==> config.mk <==
export PLATFORM = sky130hd
export DESIGN_NAME = dm_uart_tx
export DESIGN_NICKNAME = d
export VERILOG_FILES = /design/src/rtl/dm_uart_tx_pkg.sv /design/src/rtl/dm_uart_tx_fifo.sv /design/src/rtl/dm_uart_tx.sv
export SDC_FILE = /design/constraint.sdc
export NUM_CORES = 1
export LEC_CHECK = 0
export CAP_MARGIN = 10
export CORE_ASPECT_RATIO = 1.25
export CORE_UTILIZATION = 57
export CTS_BUF_LIST = sky130_fd_sc_hd__clkbuf_8
export CTS_CLUSTER_SIZE = 16
export DETAILED_ROUTE_END_ITERATION = 16
export PLACE_DENSITY = 0.82
export SETUP_SLACK_MARGIN = 0.05
export SLEW_MARGIN = 40
export SYNTH_ARGS = -nofsm -noshare
export SYNTH_HDL_FRONTEND = slang
export SYNTH_SLANG_ARGS = --single-unit
export TNS_END_PERCENT = 30
==> constraint.sdc <==
create_clock -name clock -period 3.95 [get_ports clock]
set_input_delay 0.79 -clock clock [delete_from_list [all_inputs] [get_ports clock]]
set_output_delay 0.79 -clock clock [all_outputs]
set_load 0.01 [all_outputs]
==> src/rtl/dm_uart_tx_pkg.sv <==
// Shared definitions for the memory-mapped UART transmitter: bus widths, register
// offsets within the 16-byte window, STATUS bit positions, TX FSM state encoding and
// the baud divisor clamp helper.
package dm_uart_tx_pkg;

  localparam int unsigned BusWidth  = 32;
  localparam int unsigned ByteWidth = 8;
  localparam int unsigned DivWidth  = 16;

  // Register offsets, selected by address[3:2]
  localparam logic [1:0] OffTxData  = 2'd0;
  localparam logic [1:0] OffStatus  = 2'd1;
  localparam logic [1:0] OffBaudDiv = 2'd2;
  localparam logic [1:0] OffScratch = 2'd3;

  // STATUS register bit positions
  localparam int unsigned StatFull     = 0;
  localparam int unsigned StatEmpty    = 1;
  localparam int unsigned StatBusy     = 2;
  localparam int unsigned StatOverflow = 3;
  localparam int unsigned StatCountLo  = 4;
  localparam int unsigned StatCountHi  = 7;
  localparam int unsigned StatParity   = 8;

  localparam logic [DivWidth-1:0] MinDiv = 16'd2;

  typedef enum logic [2:0] {
    StIdle,
    StStart,
    StData,
    StParity,
    StStop
  } tx_state_e;

  // A divisor below 2 cannot form a bit period; such writes are stored as 2.
  function automatic logic [DivWidth-1:0] clamp_div(input logic [DivWidth-1:0] v);
    return (v < MinDiv) ? MinDiv : v;
  endfunction

endpackage

==> src/rtl/dm_uart_tx_fifo.sv <==
// Synchronous FIFO for the UART transmit path.
// Ports:
//   clock, reset      system clock, synchronous active-high reset (flushes pointers)
//   push, din         write request and data; ignored when full unless popping this cycle
//   pop, dout         read request and head-of-queue data (dout is combinational)
//   full, empty       occupancy flags
//   count             number of stored entries, 0..DEPTH
// Pointers carry one extra MSB so full and empty are distinguishable when the index bits match.
module dm_uart_tx_fifo #(
  parameter int unsigned WIDTH = 8,
  parameter int unsigned DEPTH = 8
) (
  input  logic                     clock,
  input  logic                     reset,
  input  logic                     push,
  input  logic                     pop,
  input  logic [WIDTH-1:0]         din,
  output logic [WIDTH-1:0]         dout,
  output logic                     full,
  output logic                     empty,
  output logic [$clog2(DEPTH):0]   count
);

  localparam int unsigned Aw = $clog2(DEPTH);

  logic [WIDTH-1:0] mem_q [DEPTH];
  logic [Aw:0]      wr_ptr_q, rd_ptr_q;
  logic             do_push, do_pop;

  assign empty = (wr_ptr_q == rd_ptr_q);
  assign full  = (wr_ptr_q[Aw] != rd_ptr_q[Aw]) && (wr_ptr_q[Aw-1:0] == rd_ptr_q[Aw-1:0]);
  assign count = wr_ptr_q - rd_ptr_q;
  assign dout  = mem_q[rd_ptr_q[Aw-1:0]];

  // A pop in the same cycle frees the slot, so a push into a full FIFO still lands.
  assign do_pop  = pop && !empty;
  assign do_push = push && (!full || do_pop);

  always_ff @(posedge clock) begin
    if (reset) begin
      wr_ptr_q <= '0;
      rd_ptr_q <= '0;
    end else begin
      if (do_push) wr_ptr_q <= wr_ptr_q + 1'b1;
      if (do_pop)  rd_ptr_q <= rd_ptr_q + 1'b1;
    end
  end

  always_ff @(posedge clock) begin
    if (do_push && !reset) mem_q[wr_ptr_q[Aw-1:0]] <= din;
  end

endmodule

==> src/rtl/dm_uart_tx.sv <==
// Memory-mapped UART transmitter on the CPU data-memory bus.
// Register window of 16 bytes at BASE_ADDR; reads are registered (valid the cycle after the
// address) and return 0 outside the window, so data_out can be OR-combined with Memory's.
// Ports:
//   clock, reset   system clock, synchronous active-high reset
//   address        byte address; window hit when address[31:4] == BASE_ADDR[31:4]
//   width          access width; 4 honoured everywhere, 1 only at offset 0 byte 0
//   write_en       write strobe
//   data_in        write data
//   data_out       registered read data (0 for writes, misses and unsupported widths)
//   tx             serial output, idle high, 8 data bits LSB first
//   irq            level: FIFO empty and transmitter idle
// Build option: define DM_UART_PARITY_EN to insert an even-parity bit after the data bits
// (STATUS[8] then reads 1).
module dm_uart_tx
  import dm_uart_tx_pkg::*;
#(
  parameter logic [31:0] BASE_ADDR   = 32'h0000_0300,
  parameter int unsigned FIFO_DEPTH  = 8,
  parameter int unsigned DEFAULT_DIV = 16
) (
  input  logic                clock,
  input  logic                reset,
  input  logic [BusWidth-1:0] address,
  input  logic [3:0]          width,
  input  logic                write_en,
  input  logic [BusWidth-1:0] data_in,
  output logic [BusWidth-1:0] data_out,
  output logic                tx,
  output logic                irq
);

  localparam int unsigned CntW = $clog2(FIFO_DEPTH) + 1;
  localparam logic [DivWidth-1:0] ResetDiv = clamp_div(DivWidth'(DEFAULT_DIV));

`ifdef DM_UART_PARITY_EN
  localparam logic ParityEn = 1'b1;
  logic parity_q, parity_d;
`else
  localparam logic ParityEn = 1'b0;
`endif

  // Bus decode
  logic [1:0] offset;
  logic       acc_ok, wr_acc, rd_acc;

  assign offset = address[3:2];
  assign acc_ok = (address[31:4] == BASE_ADDR[31:4]) &&
                  ((width == 4'd4) ||
                   ((width == 4'd1) && (offset == OffTxData) && (address[1:0] == 2'b00)));
  assign wr_acc = acc_ok && write_en;
  assign rd_acc = acc_ok && !write_en;

  // FIFO
  logic                 fifo_push, fifo_pop, fifo_full, fifo_empty;
  logic [ByteWidth-1:0] fifo_dout;
  logic [CntW-1:0]      fifo_count;
  logic                 push_drop;

  assign fifo_push = wr_acc && (offset == OffTxData);
  assign push_drop = fifo_push && fifo_full && !fifo_pop;

  dm_uart_tx_fifo #(
    .WIDTH (ByteWidth),
    .DEPTH (FIFO_DEPTH)
  ) u_fifo (
    .clock (clock),
    .reset (reset),
    .push  (fifo_push),
    .pop   (fifo_pop),
    .din   (data_in[ByteWidth-1:0]),
    .dout  (fifo_dout),
    .full  (fifo_full),
    .empty (fifo_empty),
    .count (fifo_count)
  );

  // Registers
  logic                overflow_q, overflow_d;
  logic [DivWidth-1:0] baud_div_q, baud_div_d;
  logic [BusWidth-1:0] scratch_q, scratch_d;
  logic [BusWidth-1:0] data_out_q, data_out_d;

  // Transmitter
  tx_state_e            state_q, state_d;
  logic [DivWidth-1:0]  cnt_q, cnt_d;
  logic [ByteWidth-1:0] shift_q, shift_d;
  logic [2:0]           bit_idx_q, bit_idx_d;
  logic                 tx_q, tx_d;
  logic                 busy;

  assign busy = (state_q != StIdle);

  always_comb begin
    overflow_d = overflow_q;
    baud_div_d = baud_div_q;
    scratch_d  = scratch_q;
    if (push_drop) overflow_d = 1'b1;
    if (wr_acc) begin
      case (offset)
        OffStatus:  if (data_in[StatOverflow]) overflow_d = 1'b0;
        OffBaudDiv: baud_div_d = clamp_div(data_in[DivWidth-1:0]);
        OffScratch: scratch_d = data_in;
        default:    ;
      endcase
    end
  end

  // Read path
  logic [BusWidth-1:0] status;
  logic [BusWidth-1:0] count_ext;

  always_comb begin
    count_ext = BusWidth'(fifo_count);
    status    = '0;
    status[StatFull]     = fifo_full;
    status[StatEmpty]    = fifo_empty;
    status[StatBusy]     = busy;
    status[StatOverflow] = overflow_q;
    status[StatCountHi:StatCountLo] = (count_ext > 32'd15) ? 4'hF : count_ext[3:0];
    status[StatParity]   = ParityEn;
  end

  always_comb begin
    data_out_d = '0;
    if (rd_acc) begin
      case (offset)
        OffStatus:  data_out_d = status;
        OffBaudDiv: data_out_d = {16'h0, baud_div_q};
        OffScratch: data_out_d = scratch_q;
        default:    data_out_d = '0;
      endcase
    end
  end

  // TX FSM: each state lasts baud_div_q clocks; the divisor is sampled at every bit boundary
  // so a new BAUD_DIV only affects the following bit.
  logic                bit_done, load;
  logic [DivWidth-1:0] reload;

  assign bit_done = (cnt_q == '0);
  assign reload   = baud_div_q - 16'd1;

  always_comb begin
    state_d   = state_q;
    cnt_d     = cnt_q - 16'd1;
    shift_d   = shift_q;
    bit_idx_d = bit_idx_q;
    fifo_pop  = 1'b0;
    load      = 1'b0;
`ifdef DM_UART_PARITY_EN
    parity_d  = parity_q;
`endif

    unique case (state_q)
      StIdle: begin
        cnt_d = cnt_q;
        if (!fifo_empty) load = 1'b1;
      end
      StStart: begin
        if (bit_done) begin
          state_d   = StData;
          bit_idx_d = 3'd0;
          cnt_d     = reload;
        end
      end
      StData: begin
        if (bit_done) begin
          cnt_d = reload;
          if (bit_idx_q == 3'd7) begin
            state_d = ParityEn ? StParity : StStop;
          end else begin
            shift_d   = shift_q >> 1;
            bit_idx_d = bit_idx_q + 3'd1;
          end
        end
      end
      StParity: begin
        if (bit_done) begin
          state_d = StStop;
          cnt_d   = reload;
        end
      end
      StStop: begin
        if (bit_done) begin
          if (!fifo_empty) load = 1'b1;
          else state_d = StIdle;
        end
      end
      default: state_d = StIdle;
    endcase

    // Back-to-back frames go straight from STOP to START without an idle cycle.
    if (load) begin
      fifo_pop = 1'b1;
      state_d  = StStart;
      shift_d  = fifo_dout;
      cnt_d    = reload;
`ifdef DM_UART_PARITY_EN
      parity_d = ^fifo_dout;
`endif
    end

    // tx is registered from the next state so it changes exactly at the bit boundary.
    unique case (state_d)
      StStart:  tx_d = 1'b0;
      StData:   tx_d = shift_d[0];
`ifdef DM_UART_PARITY_EN
      StParity: tx_d = parity_d;
`endif
      default:  tx_d = 1'b1;
    endcase
  end

  always_ff @(posedge clock) begin
    if (reset) begin
      overflow_q <= 1'b0;
      baud_div_q <= ResetDiv;
      scratch_q  <= '0;
      data_out_q <= '0;
      state_q    <= StIdle;
      cnt_q      <= '0;
      shift_q    <= '0;
      bit_idx_q  <= '0;
      tx_q       <= 1'b1;
`ifdef DM_UART_PARITY_EN
      parity_q   <= 1'b0;
`endif
    end else begin
      overflow_q <= overflow_d;
      baud_div_q <= baud_div_d;
      scratch_q  <= scratch_d;
      data_out_q <= data_out_d;
      state_q    <= state_d;
      cnt_q      <= cnt_d;
      shift_q    <= shift_d;
      bit_idx_q  <= bit_idx_d;
      tx_q       <= tx_d;
`ifdef DM_UART_PARITY_EN
      parity_q   <= parity_d;
`endif
    end
  end

  assign data_out = data_out_q;
  assign tx       = tx_q;
  assign irq      = fifo_empty && !busy;

endmodule

== Word-level counts from Yosys, hierarchy flattened ==
Memory sizes are Yosys's and may differ from the RTL's. A register that Yosys moved wholly into a read port is not among the register bits.
Cells that the tools add are included.

* Register bits: 120
* Memories: 1
* Bits of input ports: 71
* Bits in writable memories: 64

* Reductions and logical operators: 35
* Add/subtract/negate cells: 6
* $lt $le $gt $ge: 1
* Multiplexer cells: 34
* Equality and inequality tests: 21
* Bitwise gates (word level): 1

{| class="wikitable"
|+ Memory list
! name !! depth !! bits a word !! rd ports !! clocked after memory_dff !! write ports !! RTL line !! text
|-
| u_fifo.mem_q || 8 || 8 || 1 || 1 || 1 || dm_uart_tx_fifo.sv:26 || <nowiki>logic [WIDTH-1:0] mem_q [DEPTH];</nowiki>
|}

{| class="wikitable"
|+ Operator list
! kind !! count
|-
| $pmux 32 s3 || 1
|-
| $mux 16 || 3
|-
| $mux 3 || 12
|-
| $mux 8 || 4
|-
| $pmux 16 s2 || 1
|-
| $sub 16x1->16 const B || 2
|-
| $eq 28x6->1 const B || 1
|-
| $logic_not 16->1 || 1
|-
| $lt 16x2->1 const B || 1
|-
| $pmux 3 s5 || 1
|-
| $logic_and 1x1->1 || 13
|-
| $ne 2x2->1 const B || 5
|-
| $eq 3x2->1 const B || 3
|-
| $mux 1 || 9
|-
| $add 4x1->4 const B || 2
|-
| $eq 3x1->1 const B || 2
|-
| $eq 3x3->1 const B || 2
|-
| $logic_not 1->1 || 6
|-
| $pmux 3 s2 || 1
|-
| $reduce_bool 2->1 || 3
|-
| $eq 2x2->1 const B || 2
|-
| $eq 4x1->1 const B || 1
|-
| $eq 4x3->1 const B || 1
|-
| $eq 4x4->1 || 1
|-
| other kinds (16) || 20
|}

== Depth between registers and ports, before layout ==
* Depth in word-level cells: 13
* Gate-level depth with buffers: 10
* Depth with buffers taken out: 9

== Cells and area by module ==
Synthesis repeated with hierarchy kept, for this count alone.

* Cells, all modules: 773
* Area, all modules: 8,095.3 µm²

{| class="wikitable"
|+ By module, submodules not included
! module !! cells an instance !! times used !! area each (µm²) !! seq. area each (µm²)
|-
| dm_uart_tx || 605 || 1 || 4,993.5 || 2,242.2
|-
| dm_uart_tx_fifo || 168 || 1 || 3,101.7 || 2,142.1
|}

== Worst setup path after synthesis ==
OpenSTA, ideal clock, no wires.

* Kind: input -> register
* From: in address[28]
* To: mem u_fifo.mem_q[4][0] (enable)
* Setup slack: 871 ps
* Arrival: 2,684 ps
* Cell stages on the path: 6
* Cells stage by stage: nor4_1 > nand4_1 > nor3_1 > o2111ai_2 > buf_6 > nor4_1

* Cells in the longest elaborated chain, start to end: 8

{| class="wikitable"
|+ Ends and longest elaborated chain
! what !! RTL line !! text
|-
| from (decl) || dm_uart_tx.sv:24 || <nowiki>input logic [BusWidth-1:0] address,</nowiki>
|-
| $eq 28x6->1 || dm_uart_tx.sv:48 || <nowiki>assign acc_ok = (address[31:4] == BASE_ADDR[31:4]) &&</nowiki>
|-
| $logic_and 1x1->1 || dm_uart_tx.sv:48 ||
|-
| $logic_and 1x1->1 || dm_uart_tx.sv:51 || <nowiki>assign wr_acc = acc_ok && write_en;</nowiki>
|-
| $logic_and 1x1->1 || dm_uart_tx.sv:60 || <nowiki>assign fifo_push = wr_acc && (offset == OffTxData);</nowiki>
|-
| $logic_and 1x1->1 || dm_uart_tx_fifo.sv:37 || <nowiki>assign do_push = push && (!full || do_pop);</nowiki>
|-
| $logic_and 1x1->1 || dm_uart_tx_fifo.sv:50 || <nowiki>if (do_push && !reset) mem_q[wr_ptr_q[Aw-1:0]] <= din;</nowiki>
|-
| $mux 1 || dm_uart_tx_fifo.sv:50 ||
|-
| $mux 1 (not written as such) || dm_uart_tx_fifo.sv:50 ||
|-
| to (decl) || dm_uart_tx_fifo.sv:26 ||
|}

No other way between the ends.

== Final worst setup path ==
* From: reg u_fifo.wr_ptr_q[0]
* To: out irq

* Cells in the longest elaborated chain, start to end: 2

{| class="wikitable"
|+ Ends and longest elaborated chain
! what !! RTL line !! text
|-
| from (decl) || dm_uart_tx_fifo.sv:27 || <nowiki>logic [Aw:0] wr_ptr_q, rd_ptr_q;</nowiki>
|-
| from (signal assigned) || dm_uart_tx_fifo.sv:44 || <nowiki>if (do_push) wr_ptr_q <= wr_ptr_q + 1'b1;</nowiki>
|-
| $eq 4x4->1 || dm_uart_tx_fifo.sv:30 || <nowiki>assign empty = (wr_ptr_q == rd_ptr_q);</nowiki>
|-
| $logic_and 1x1->1 || dm_uart_tx.sv:247 || <nowiki>assign irq = fifo_empty && !busy;</nowiki>
|-
| to (decl) || dm_uart_tx.sv:30 || <nowiki>output logic irq</nowiki>
|}

No other way between the ends.

==> impl_metrics.py <==
metrics = {
    "clock_network": {
        "clk_latency_ps": 460,
        "path_clk_slew_ps": 100,
        "clockRootBuffer": "clkbuf_8",
        "postCtsResizedCells": 0,
        "clk_path_buf_depth": 2,
        "cts_hold_buf": 0,
        "htreeDepth": 4,
        "cts.sinks": 187,
        "cts_inserted_buffers": 17,
        "cts_tree": "yes",
        "post_cts_buffers": 0,
    },
    "final_layout": {
        "nNetsFinal": 948,
        "area_delta_synth_final_pct": 20.5,
        "drive_above_1_share": 0.105,
        "num_antenna_cells": 0,
        "instances_no_fill": 1051,
        "stdcell_area_um2": 9510,
    },
    "drt": {
        "drtAntennaViolNets": 0,
        "vias": 6321,
        "wl_per_cell_um": 19.1,
        "drcViolationCount": 0,
        "wl_mm": 20.0,
        "via_per_inst": 6.01,
        "drt-initial-drc-count": 478,
        "first_pass_iters": 5,
    },
    "synth": {
        "synth-seq-cells": 187,
        "synth-seq-area-share": 0.555,
        "synth_cells": 764,
        "synth_edf_count": 64,
        "yosysTopAreaCellShare": 0.312,
        "synth_top_cell_by_area": "dfxtp_1",
        "synthTopCellsByArea": "dfxtp_1 (31%), edfxtp_1 (24%), nand2_1 (5.7%), mux4_2 (4.6%), a21oi_1 (4.5%)",
        "synth-main-ff-cell": "dfxtp_1",
        "synth.distinct_cells": 56,
        "synth_common_cells": "dfxtp_1 (123), nand2_1 (119), a21oi_1 (71), edfxtp_1 (64), nor2_1 (58)",
        "synth_nets": 845,
        "yosysMostFrequentCell": "dfxtp_1",
        "async_reset_ff_frac": 0,
        "syn-cell-area_um2": 7890,
        "syn_avg_cell_area_um2": 10.3,
        "yosys_warnings": 0,
    },
    "die": {
        "die_h_um": 134,
        "io_pins": 105,
        "core_area_um2": 13300,
        "die_width_um": 107,
        "row_count": 47,
        "die_area_um2": 14300,
        "start_util": 0.591,
    },
    "sta": {
        "max_freq_mhz": 294,
        "fin_skew_ps": 10.1,
        "maxSlewHeadroom": 0.521,
        "fin_crit_sh": 0.861,
        "rsz0062_at_grt": "no",
        "period_needed_ps": 3400,
        "max_slew.worst_pin.slew_ps": 719,
        "finalSetupTns_ps": 0,
        "setup_viol": 0,
        "hold_ws_ps": 457,
        "hold_viol_final": 0,
        "maxSlewViolCount": 0,
    },
    "pwr": {
        "pwr_density_cell_nw_per_um2": 465,
        "p_seq_frac": 0.487,
        "ir_worst_vdd_uv": 378,
        "swShare": 0.321,
        "p_clk_frac": 0.268,
        "p_int_mw": 3.00,
        "total_power_mw": 4.42,
        "comb_power_share": 0.245,
        "p_sw_mw": 1.42,
        "power.leakage_nw": 3.28,
    },
    "critical_path": {
        "cp_slowest_cell": "clkdlybuf4s50_1",
        "cp.arrival_ps": 2610,
        "cpMostUsedCell": "inv_1",
        "crit_path_cell_trace": "inv_1, ha_1, nand3_1, nor2_1, nand2_1, inv_1, clkdlybuf4s50_1",
        "cp-start-kind": "register",
        "critical_path_class": "register to primary output",
        "crit_fanout": 10,
        "slowest_delay_ps": 540,
        "cp.required_ps": 3160,
        "crit_family": "buffers and inverters",
        "cp_num_buf_inv": 3,
        "critPathCaptureType": "primary output",
    },
    "grt": {
        "grt_use_total": 0.297,
        "grt_pass1_wl_mm": 32.4,
        "antenna_found_initial": 0,
        "grt_pass1_vias": 6531,
        "grt_max_degree": 70,
        "grt-ovfl-total": 0,
    },
    "run_status": {
        "status": "finished clean",
    },
    "placement": {
        "dpl.hpwl_mm": 14.3,
        "place_inst": 1019,
        "place.gp.congestion": 0.877,
        "portBuffers": 104,
        "post_dp_cell_area_um2": 9150,
    },
    "run": {
        "cap_violations": 0,
    },
    "hold_path": {
        "hp-class": "register to register",
    },
}
## area by class of cell
type,instances,area [um2]
Inverter,14,52.6
Tap cell,171,214
Clock buffer,17,234
Fill cell,919,3830
Multi-Input combinational cell,518,3280
Timing Repair Buffer,129,1220
Sequential cell,187,4390
Clock inverter,15,126
## registers in the layout, summed over array words and instances, names as in the netlist, 4 cells and up, named ones only
name / flops
shift_q: 8
u_fifo.wr_ptr_q: 4
u_fifo.mem_q: 64
scratch_q: 32
cnt_q: 16
u_fifo.rd_ptr_q: 4
baud_div_q: 16
data_out: 32
## cell families after synthesis
logic type      count (synthesis)  share of synthesized area
fa+ha+maj                      10                     0.0168
flops                         187                      0.555
mux                            39                     0.0759
buf+inv                        59                     0.0300
xor+xnor                       23                     0.0255
compound gates                135                      0.102
simple gates                  311                      0.194
## placed cells by master (no fill, tap or decap), drive strengths merged, types with 3 or more instances in the layout
cell,Yosys,routed
a211oi,11,11
a21oi,72,72
a22oi,10,10
a31oi,6,6
and2,16,16
buf,6,26
clkbuf,39,17
clkdlybuf4s50,0,103
clkinv,0,4
dfxtp,123,123
edfxtp,64,64
ha,9,9
inv,14,22
mux2,7,7
mux2i,16,16
mux4,16,16
nand2,119,119
nand2b,10,10
nand3,25,25
nand4,6,6
nor2,58,58
nor2b,6,6
nor3,16,16
nor3b,3,3
nor4,28,28
o21ai,18,18
o22ai,3,3
o32ai,3,3
or2,3,3
or3,7,7
or4,5,5
xnor2,10,10
xor2,13,13
## worst register-to-register path, delay by kind of cell, from the launching register on
family / cells / cell delay [ps]
buffers and inverters: 2 / 320
adders and majority gates: 1 / 200
DFF: 1 / 350
AOI/OAI and AO/OA: 2 / 660
and+or+nand+nor: 4 / 1360
## power groups by stage
stage | logic, mW | clock network (mW) | registers [mW]
after CTS | 1.07 | 1.19 | 2.15
after detailed placement | 1.06 | 0 | 2.20
after floorplan | 0.775 | 0 | 2.17
after global routing | 1.20 | 1.27 | 2.17
after global placement | 1.02 | 0 | 2.19
final | 1.08 | 1.19 | 2.15
## through the flow
stage | utilization | setup slack [ps]
global placement | 0.686 | 475
finish | 0.713 | 549
CTS | 0.713 | 553
detailed placement | 0.686 | 264
global route | 0.713 | 415
floorplan | - | 871
## metal layers
layer | routed length, um | share of wire | global-route usage | up-vias
li1 | - | - | - | 2952
met1 | 7460 | 0.37 | 0.336 | 3083
met2 | 10800 | 0.54 | 0.533 | 228
met3 | 1060 | 0.053 | 0.0602 | 58
met4 | 653 | 0.033 | 0.135 | 0
met5 | 0 | 0 | 0 | -
## path summary, 6_finish.rpt
path                                    startpoint            endpoint  slack, ps  cells after the start
worst max-delay path            u_fifo.wr_ptr_q[0]                 irq        550                      7
worst min-delay path                 scratch_q[24]       scratch_q[24]        460                      2
worst max register to register            cnt_q[0]  u_fifo.mem_q[0][6]        770                      9
worst min register to register       scratch_q[24]       scratch_q[24]        460                      2
No activity file was read; power rests on OpenSTA's default activity.
